--- src/rtl/spike_rate_avg.sv ---
// Purpose: moving average of the last 2^LOG2_DEPTH spike counts. The upstream window strobe is
//          synchronised into clk, and each window event pushes cnt_in into a circular buffer that
//          keeps a running sum.
// Latency: rate_valid pulses after the 4th rising clk edge that samples win_tick high. That is
//          2 synchroniser edges, 1 edge for the sum update and 1 edge for the rate load.
// Backpressure: none. A window event is always accepted unless clear is high on the same edge,
//          in which case the event is dropped.
// Ports: clk, reset (async active-low), cnt_in[31:0], win_tick (async), clear (sync flush);
//        sum_out[32+LOG2_DEPTH-1:0], rate_out[31:0], rate_valid, primed.
module spike_rate_avg #(
    parameter int LOG2_DEPTH = 3
) (
    input  logic                    clk,
    input  logic                    reset,
    input  logic [31:0]             cnt_in,
    input  logic                    win_tick,
    input  logic                    clear,
    output logic [32+LOG2_DEPTH-1:0] sum_out,
    output logic [31:0]             rate_out,
    output logic                    rate_valid,
    output logic                    primed
);

    localparam int DEPTH = 1 << LOG2_DEPTH;
    localparam int SW    = 32 + LOG2_DEPTH;
    localparam logic [LOG2_DEPTH:0] FULL = (LOG2_DEPTH + 1)'(DEPTH);

    logic [31:0]           buf_mem [DEPTH];
    logic [LOG2_DEPTH-1:0] wr_ptr;
    logic [LOG2_DEPTH:0]   fill;
    logic [SW-1:0]         sum;
    logic                  s1, s2, s3;
    logic                  tick_p;
    logic                  upd;     // sum changed on the previous edge; rate loads on this one

    // The chain resets to 1, so a strobe that is already high at reset release looks like
    // "no edge". Only a fresh rising edge of win_tick produces an event.
    always_ff @(posedge clk or negedge reset) begin
        if (!reset) begin
            s1 <= 1'b1;
            s2 <= 1'b1;
            s3 <= 1'b1;
        end else begin
            s1 <= win_tick;
            s2 <= s1;
            s3 <= s2;
        end
    end

    assign tick_p = s2 & ~s3;

    always_ff @(posedge clk or negedge reset) begin
        if (!reset) begin
            for (int i = 0; i < DEPTH; i++) buf_mem[i] <= '0;
            wr_ptr     <= '0;
            fill       <= '0;
            sum        <= '0;
            upd        <= 1'b0;
            rate_out   <= '0;
            rate_valid <= 1'b0;
        end else if (clear) begin
            for (int i = 0; i < DEPTH; i++) buf_mem[i] <= '0;
            wr_ptr     <= '0;
            fill       <= '0;
            sum        <= '0;
            upd        <= 1'b0;
            rate_out   <= '0;
            rate_valid <= 1'b0;
        end else begin
            upd        <= tick_p;
            rate_valid <= upd;
            if (upd) rate_out <= sum[SW-1:LOG2_DEPTH];
            if (tick_p) begin
                // Add the new count and subtract the one it overwrites. Empty slots hold 0,
                // so the sum is correct before the buffer has filled.
                sum             <= sum + {{LOG2_DEPTH{1'b0}}, cnt_in}
                                       - {{LOG2_DEPTH{1'b0}}, buf_mem[wr_ptr]};
                buf_mem[wr_ptr] <= cnt_in;
                wr_ptr          <= wr_ptr + 1'b1;
                if (fill != FULL) fill <= fill + 1'b1;
            end
        end
    end

    assign sum_out = sum;
    assign primed  = (fill == FULL);

endmodule

--- config.mk ---
export PLATFORM = sky130hd
export DESIGN_NAME = spike_rate_avg
export DESIGN_NICKNAME = d
export VERILOG_FILES = /design/src/rtl/spike_rate_avg.sv
export SDC_FILE = /design/constraint.sdc
export NUM_CORES = 1
export LEC_CHECK = 0
export ABC_AREA = 1
export CORE_UTILIZATION = 65
export CTS_BUF_LIST = sky130_fd_sc_hd__clkbuf_16
export DETAILED_ROUTE_END_ITERATION = 6
export GPL_TIMING_DRIVEN = 0
export PLACE_DENSITY = 0.82
export SYNTH_ARGS = -nofsm -noshare
export SYNTH_HDL_FRONTEND = slang
export SYNTH_SLANG_ARGS = --single-unit
--- constraint.sdc ---
create_clock -name clk -period 10.5 [get_ports clk]
set_input_delay 2.1 -clock clk [delete_from_list [all_inputs] [get_ports clk]]
set_output_delay 2.1 -clock clk [all_outputs]
set_load 0.05 [all_outputs]
==> results of run 1 <==
-- power groups by stage --
| stage | Clock (mW) | Combinational, mW | Sequential [mW] |
|---|---|---|---|
| finish | 1.27 | 1.14 | 1.36 |
| global route | 1.30 | 1.25 | 1.36 |
| CTS | 1.25 | 1.11 | 1.36 |
| detailed placement | 0 | 1.10 | 1.38 |
| global placement | 0 | 1.08 | 1.38 |
| floorplan | 0 | 0.647 | 1.48 |
-- cell families (layout without fill, tap and decap cells) --
group / Yosys count / after routing
simple gates: 660 / 660
buf+inv: 446 / 617
compound gates: 497 / 497
flops: 335 / 335
fa+ha+maj: 70 / 70
xor+xnor: 13 / 13
-- synthesized netlist by cell type --
cell,instances
o32ai_1,1
nand4_1,19
a221oi_1,29
fa_1,32
nand3_1,259
inv_2,7
buf_1,25
nor2_1,72
nand2_1,287
nand2_2,2
dfrtp_1,332
o21ai_0,221
nor2_4,1
o22ai_1,149
o21ai_2,1
a21boi_0,1
a21o_1,1
nor3_4,1
a21oi_1,47
o21bai_1,5
or4_1,1
nor3_1,10
inv_1,330
buf_4,4
ha_1,38
nor3_2,1
xnor2_1,12
o21ai_1,4
nand3_4,1
clkbuf_1,47
xor2_1,1
a22oi_1,26
nand3_2,1
buf_6,1
o2111ai_1,11
a211oi_1,1
nand3b_1,2
or2_2,2
buf_2,32
dfstp_2,3
nor3b_1,1
-- area by class of cell --
cell class / instances / area share [%]
inverter: 337 / 6.36
timing repair buffer: 106 / 5.63
sequential: 335 / 42.2
clock inverter: 29 / 1.22
clock buffer: 36 / 4.53
tap: 335 / 2.11
buffer: 109 / 2.37
multi-input combinational: 1240 / 35.6
-- layer usage --
layer,track usage [%],wire [um],vias up
met5,0,13,-
met4,32.8,5170,2
met3,20.8,10300,394
met2,70.2,26500,1466
met1,61.6,22700,8008
li1,-,-,7108
-- cells in the final DEF (no fill, tap or decap), types with 47 or more instances in the layout --
master           instances
clkdlybuf4s50_1        102
a21oi_1                 47
clkbuf_1                47
o21ai_0                221
nor2_1                  72
dfrtp_1                332
o22ai_1                149
nand2_1                287
inv_1                  337
nand3_1                259
-- registers in the layout, indices dropped and copies added, names as in the netlist --
register    count
fill            4
s3              1
upd             1
sum_out        35
rate_out       32
s2              1
buf_mem       256
s1              1
rate_valid      1
wr_ptr          3
-- metrics by stage --
stage	cells	util [%]	hold WS, ns	setup WS (ns)
6_report	2527	76.5	0.356	5.20
3_5_place_dp	2462	72.1	0.349	5.41
2_1_floorplan	2021	-	0.345	6.39
4_1_cts	2527	76.5	0.357	5.65
5_1_grt	2527	76.5	0.358	5.04
3_3_place_gp	2459	71.8	0.347	-6.69
-- how the worst min path moves through the flow --
stage | end | slack [ns]
floorplan | s2 | 0.35
global placement | s2 | 0.35
detailed placement | s2 | 0.35
CTS | s2 | 0.36
global route | s2 | 0.36
finish | s2 | 0.36
==> impl_metrics.ini, run 1 <==
[outcome]
outcome = complete, but fails checks
violations = DRC

[worst_setup_path]
crit_cells = 19
critPathTopFamily = simple AND/OR/NAND/NOR gates
cpPeakStageDelay_ns = 0.90
worst-r2r-setup-slack_ns = 5.20
rr_worst_depth = 19
worstPathCellList = inv_2 -> nand3_2 -> inv_2 -> buf_1 -> a22oi_1 -> nand4_1 -> fa_1 -> inv_1 -> ha_1 -> nand2_1 -> inv_1 -> a21oi_1 -> nand2_1 -> nand2_1 -> nand2_1 -> nand3_1 -> nand3_1 -> nand3_1 -> nand2_1
worstPathMaxFanout = 10
cp-end-kind = flip-flop
required_ns = 10.91
worstPathArrival_ns = 5.71
reg2reg_to = sum_out[28]
cp_common_cell = nand2_1
slowest_stage = a22oi_1
critPathKind = flip-flop to flip-flop
critPathCapture = sum_out[28]
startpoint_type = flip-flop
r2r-start = wr_ptr[2]
cp_num_buf_inv = 5
cp-startpoint = wr_ptr[2]

[logic_synthesis]
synthAdderAreaFrac_pct = 6.49
syn_inst = 2021
synth_compound_area_share_pct = 17.0
synth_area_sq_um = 17200
yosys.area_share.xor_xnor_pct = 0.662
synthSimpleGateAreaFrac_pct = 17.0
syn_area_per_cell_sq_um = 8.51
synth-seq-cells = 335
yosysTopAreaCell = dfrtp_1
seq_area_frac_synth_pct = 48.8
synth.distinct_cells = 41
yosysTopAreaCellShare_pct = 48.3
yosysWarnings = 0
synth_top_family_by_area = simple AND/OR/NAND/NOR gates
muxShareOfSynthArea_pct = 0
synth_nets = 2127
synthTopCellsByArea = dfrtp_1 (48%), nand3_1 (7.5%), inv_1 (7.2%), o21ai_0 (6.4%), nand2_1 (6.3%)

[route]
ant_nets = 0
drtIter0Drc = 2985
wl_per_cell_um = 25.6
drt-pass1-iter-count = 7
post-route-drc-count = 26
drt-total-wl_um = 64700
vias = 16978
via_per_inst = 6.72

[cells_and_area]
multi_input_area_sq_um = 7080
drive_gt1_share_pct = 5.02
final-seq-area_sq_um = 8390
final_nets = 2271
n_fill_cell = 1873
syn_to_final_growth_pct = 15.6
stdcell_area_sq_um = 19900
antenna_cells = 0

[place]
dpl.hpwl_um = 45000
routabilityCongestion = 1.02
numPortBuffers = 103
place_area_sq_um = 18700

[grt]
grt.overflow.total = 0
grt_pass1_wl_um = 97300
antenna_found_initial = 1
grt_pass1_vias = 16701
grt_max_degree = 110
grt_util_all_layers_pct = 49.5

[power]
clkPwrFrac_pct = 33.7
p_leak_nw = 9.20
p_switching_mw = 1.36
power_density_nw_per_um2 = 190
p_comb_share_pct = 30.2
total_power_mw = 3.77
swShare_pct = 36.2
ir_worst_vdd_v = 0.000209
power.internal_mw = 2.41
seq_power_share_pct = 36.1

[clocking]
insertion_delay_ns = 0.53
cts_made_buffers = 36
cts_tree = done
clkSinkCount = 335
cts_root_buf = clkbuf_16
hold_buffers = 0
cts_resized = 0
postCtsSetupRepairBufs = 0
cts_max_level = 2
clk_path_buf_depth = 3
clkSlewWorstSetupHoldPaths_ns = 0.06

[sta]
setup_viol = 0
fin_setup_tns_ns = 0
skew_ns = 0.0233
period_share_pct = 50.5
hold_violations = 0
tightest_slew_ns = 1.05
period_needed_ns = 5.30
fmax_ghz = 0.189
finalMaxSlewViolations = 0
rsz0062_at_grt = false
max-slew-margin-rel_pct = 30.2

[die]
core-area_sq_um = 26000
row_count = 59
die_w_um = 165
io_pins = 105
start_util_pct = 66.2
die-height_um = 165
dieArea_sq_um = 27100

[flow_run]
drv_cap = 0

[hold_path]
hold_depth = 0
hp-start = s1
hp-class = flip-flop to flip-flop
Note: power is estimated with default switching activity, not from simulation.
==> run 2, diff against run 1 <==
CORE_UTILIZATION = 60   (was 65)
PLACE_DENSITY = 0.76   (was 0.82)
clock period = 5.27 ns   (was 10.5 ns; I/O delays follow)
==> run 2 against run 1 <==
Against the previous run: the flow still finishes with violations (DRC); design area increased by 0.19%; via count fell by 2.2%; worst hold slack improved by 0.0032 ns; clock power grew 96%; critical path type unchanged; critical endpoint is now sum_out[24]; largest cell class unchanged; highest routed layer is now met4.
==> impl_metrics.ini, run 2 (synthesized netlist as in run 1, its figures left out) <==
[sta]
rsz0062_at_grt = false
finalMaxSlewViolations = 0
period_needed_ns = 4.84
max-slew-margin-rel_pct = 27.2
fin_setup_tns_ns = 0
hold_violations = 0
tightest_slew_ns = 1.09
fmax_ghz = 0.207
skew_ns = 0.0205
setup_viol = 0
period_share_pct = 91.8

[power]
ir_worst_vdd_v = 0.000260
p_leak_nw = 9.21
total_power_mw = 7.46
power_density_nw_per_um2 = 374

[clocking]
postCtsSetupRepairBufs = 0
cts_max_level = 2
clkSlewWorstSetupHoldPaths_ns = 0.06
cts_tree = done
cts_made_buffers = 37
cts_root_buf = clkbuf_16
clkSinkCount = 335
cts_resized = 0
clk_path_buf_depth = 3
insertion_delay_ns = 0.54
hold_buffers = 0

[worst_setup_path]
slowest_stage = nor3_2
required_ns = 5.68
critPathKind = flip-flop to flip-flop
cpPeakStageDelay_ns = 0.58
cp_common_cell = nand2_1
worstPathArrival_ns = 5.25
critPathTopFamily = simple AND/OR/NAND/NOR gates
startpoint_type = flip-flop
cp_num_buf_inv = 5
worstPathCellList = buf_4 -> nor3_2 -> inv_1 -> clkbuf_1 -> o22ai_1 -> a21oi_1 -> o2111ai_1 -> fa_1 -> inv_1 -> ha_1 -> nand2_1 -> inv_1 -> a21oi_1 -> nand2_1 -> nand2_1 -> nand2_1 -> nand2_1 -> nand3b_1 -> nand3_1 -> nand2_1
cp-end-kind = flip-flop
worstPathMaxFanout = 10

[cells_and_area]
largest-register = buf_mem
final_common_cell = inv_1
syn_to_final_growth_pct = 15.8
n_fill_cell = 2258
layout_common_cells = inv_1 (341), dfrtp_1 (332), nand2_1 (287)
largest_reg_flops = 256
drive_gt1_share_pct = 4.93
final_nets = 2272

[place]
dpl.hpwl_um = 45300
numPortBuffers = 103
routabilityCongestion = 0.997

[die]
die-height_um = 171
io_pins = 105
start_util_pct = 61.4
core-area_sq_um = 28000
row_count = 61
dieArea_sq_um = 29400
die_w_um = 171

[route]
ant_nets = 0
post-route-drc-count = 6
drt-total-wl_um = 62900
via_per_inst = 6.46
drtIter0Drc = 2525
wl_per_cell_um = 24.5
vias = 16606
drt-pass1-iter-count = 7

[outcome]
outcome = complete, but fails checks
violations = DRC

[grt]
grt_util_all_layers_pct = 43.7
grt.overflow.total = 0
antenna_found_initial = 1
grt_pass1_vias = 15668
grt_max_degree = 102
grt_pass1_wl_um = 93500

[hold_path]
hp-class = flip-flop to flip-flop

[flow_run]
drv_cap = 0
## run 2: path summary, 6_finish.rpt
path | start | endpoint | slack, ns | cells after the start
max in group asynchronous | reset | sum_out[31] | 3.47 | 3
min in group asynchronous | reset | buf_mem[102] | 0.46 | 1
setup reg to reg | wr_ptr[1] | sum_out[24] | 0.43 | 20
hold / removal | s1 | s2 | 0.36 | 0
setup / recovery | wr_ptr[1] | sum_out[24] | 0.43 | 20
hold reg to reg | s1 | s2 | 0.36 | 0
## run 2: stage by stage
step	hold slack, ns	area [sq um]	util, %	setup slack [ns]	std cells
6_report	0.359	19900	71.1	0.430	2570
5_1_grt	0.364	19900	71.1	0.373	2568
4_1_cts	0.360	19900	71.1	0.666	2568
3_5_place_dp	0.351	18800	67.1	0.729	2505
3_3_place_gp	0.347	18700	66.8	-11.08	2502
2_1_floorplan	0.345	17200	-	1.98	2021
## run 2: power breakdown
group	leakage [nW]	total (mW)	switching [mW]	internal, mW
sequential	4.64	2.71	0.0522	2.66
combinational	3.98	2.26	1.56	0.698
clock	0.594	2.49	1.07	1.42
## run 2: layout make-up
cell class	instances	area, sq um	share of cell area, %
clock buffer	37	926	4.65
antenna	2	5.00	0.0251
sequential	335	8390	42.1
clock inverter	26	196	0.986
multi-input combinational	1240	7080	35.5
buffer	109	472	2.37
inverter	337	1260	6.35
tap	378	473	2.37
timing repair buffer	106	1120	5.61
## run 2: layer usage
layer | wire length, um | part of all wire, % | vias to the layer above | global-route usage (%)
li1 | - | - | 7098 | -
met1 | 24000 | 38 | 7984 | 58.5
met2 | 26500 | 42 | 1256 | 63.3
met3 | 8420 | 13 | 268 | 13.5
met4 | 3950 | 6.3 | 0 | 24.1
met5 | 0 | 0 | - | 0
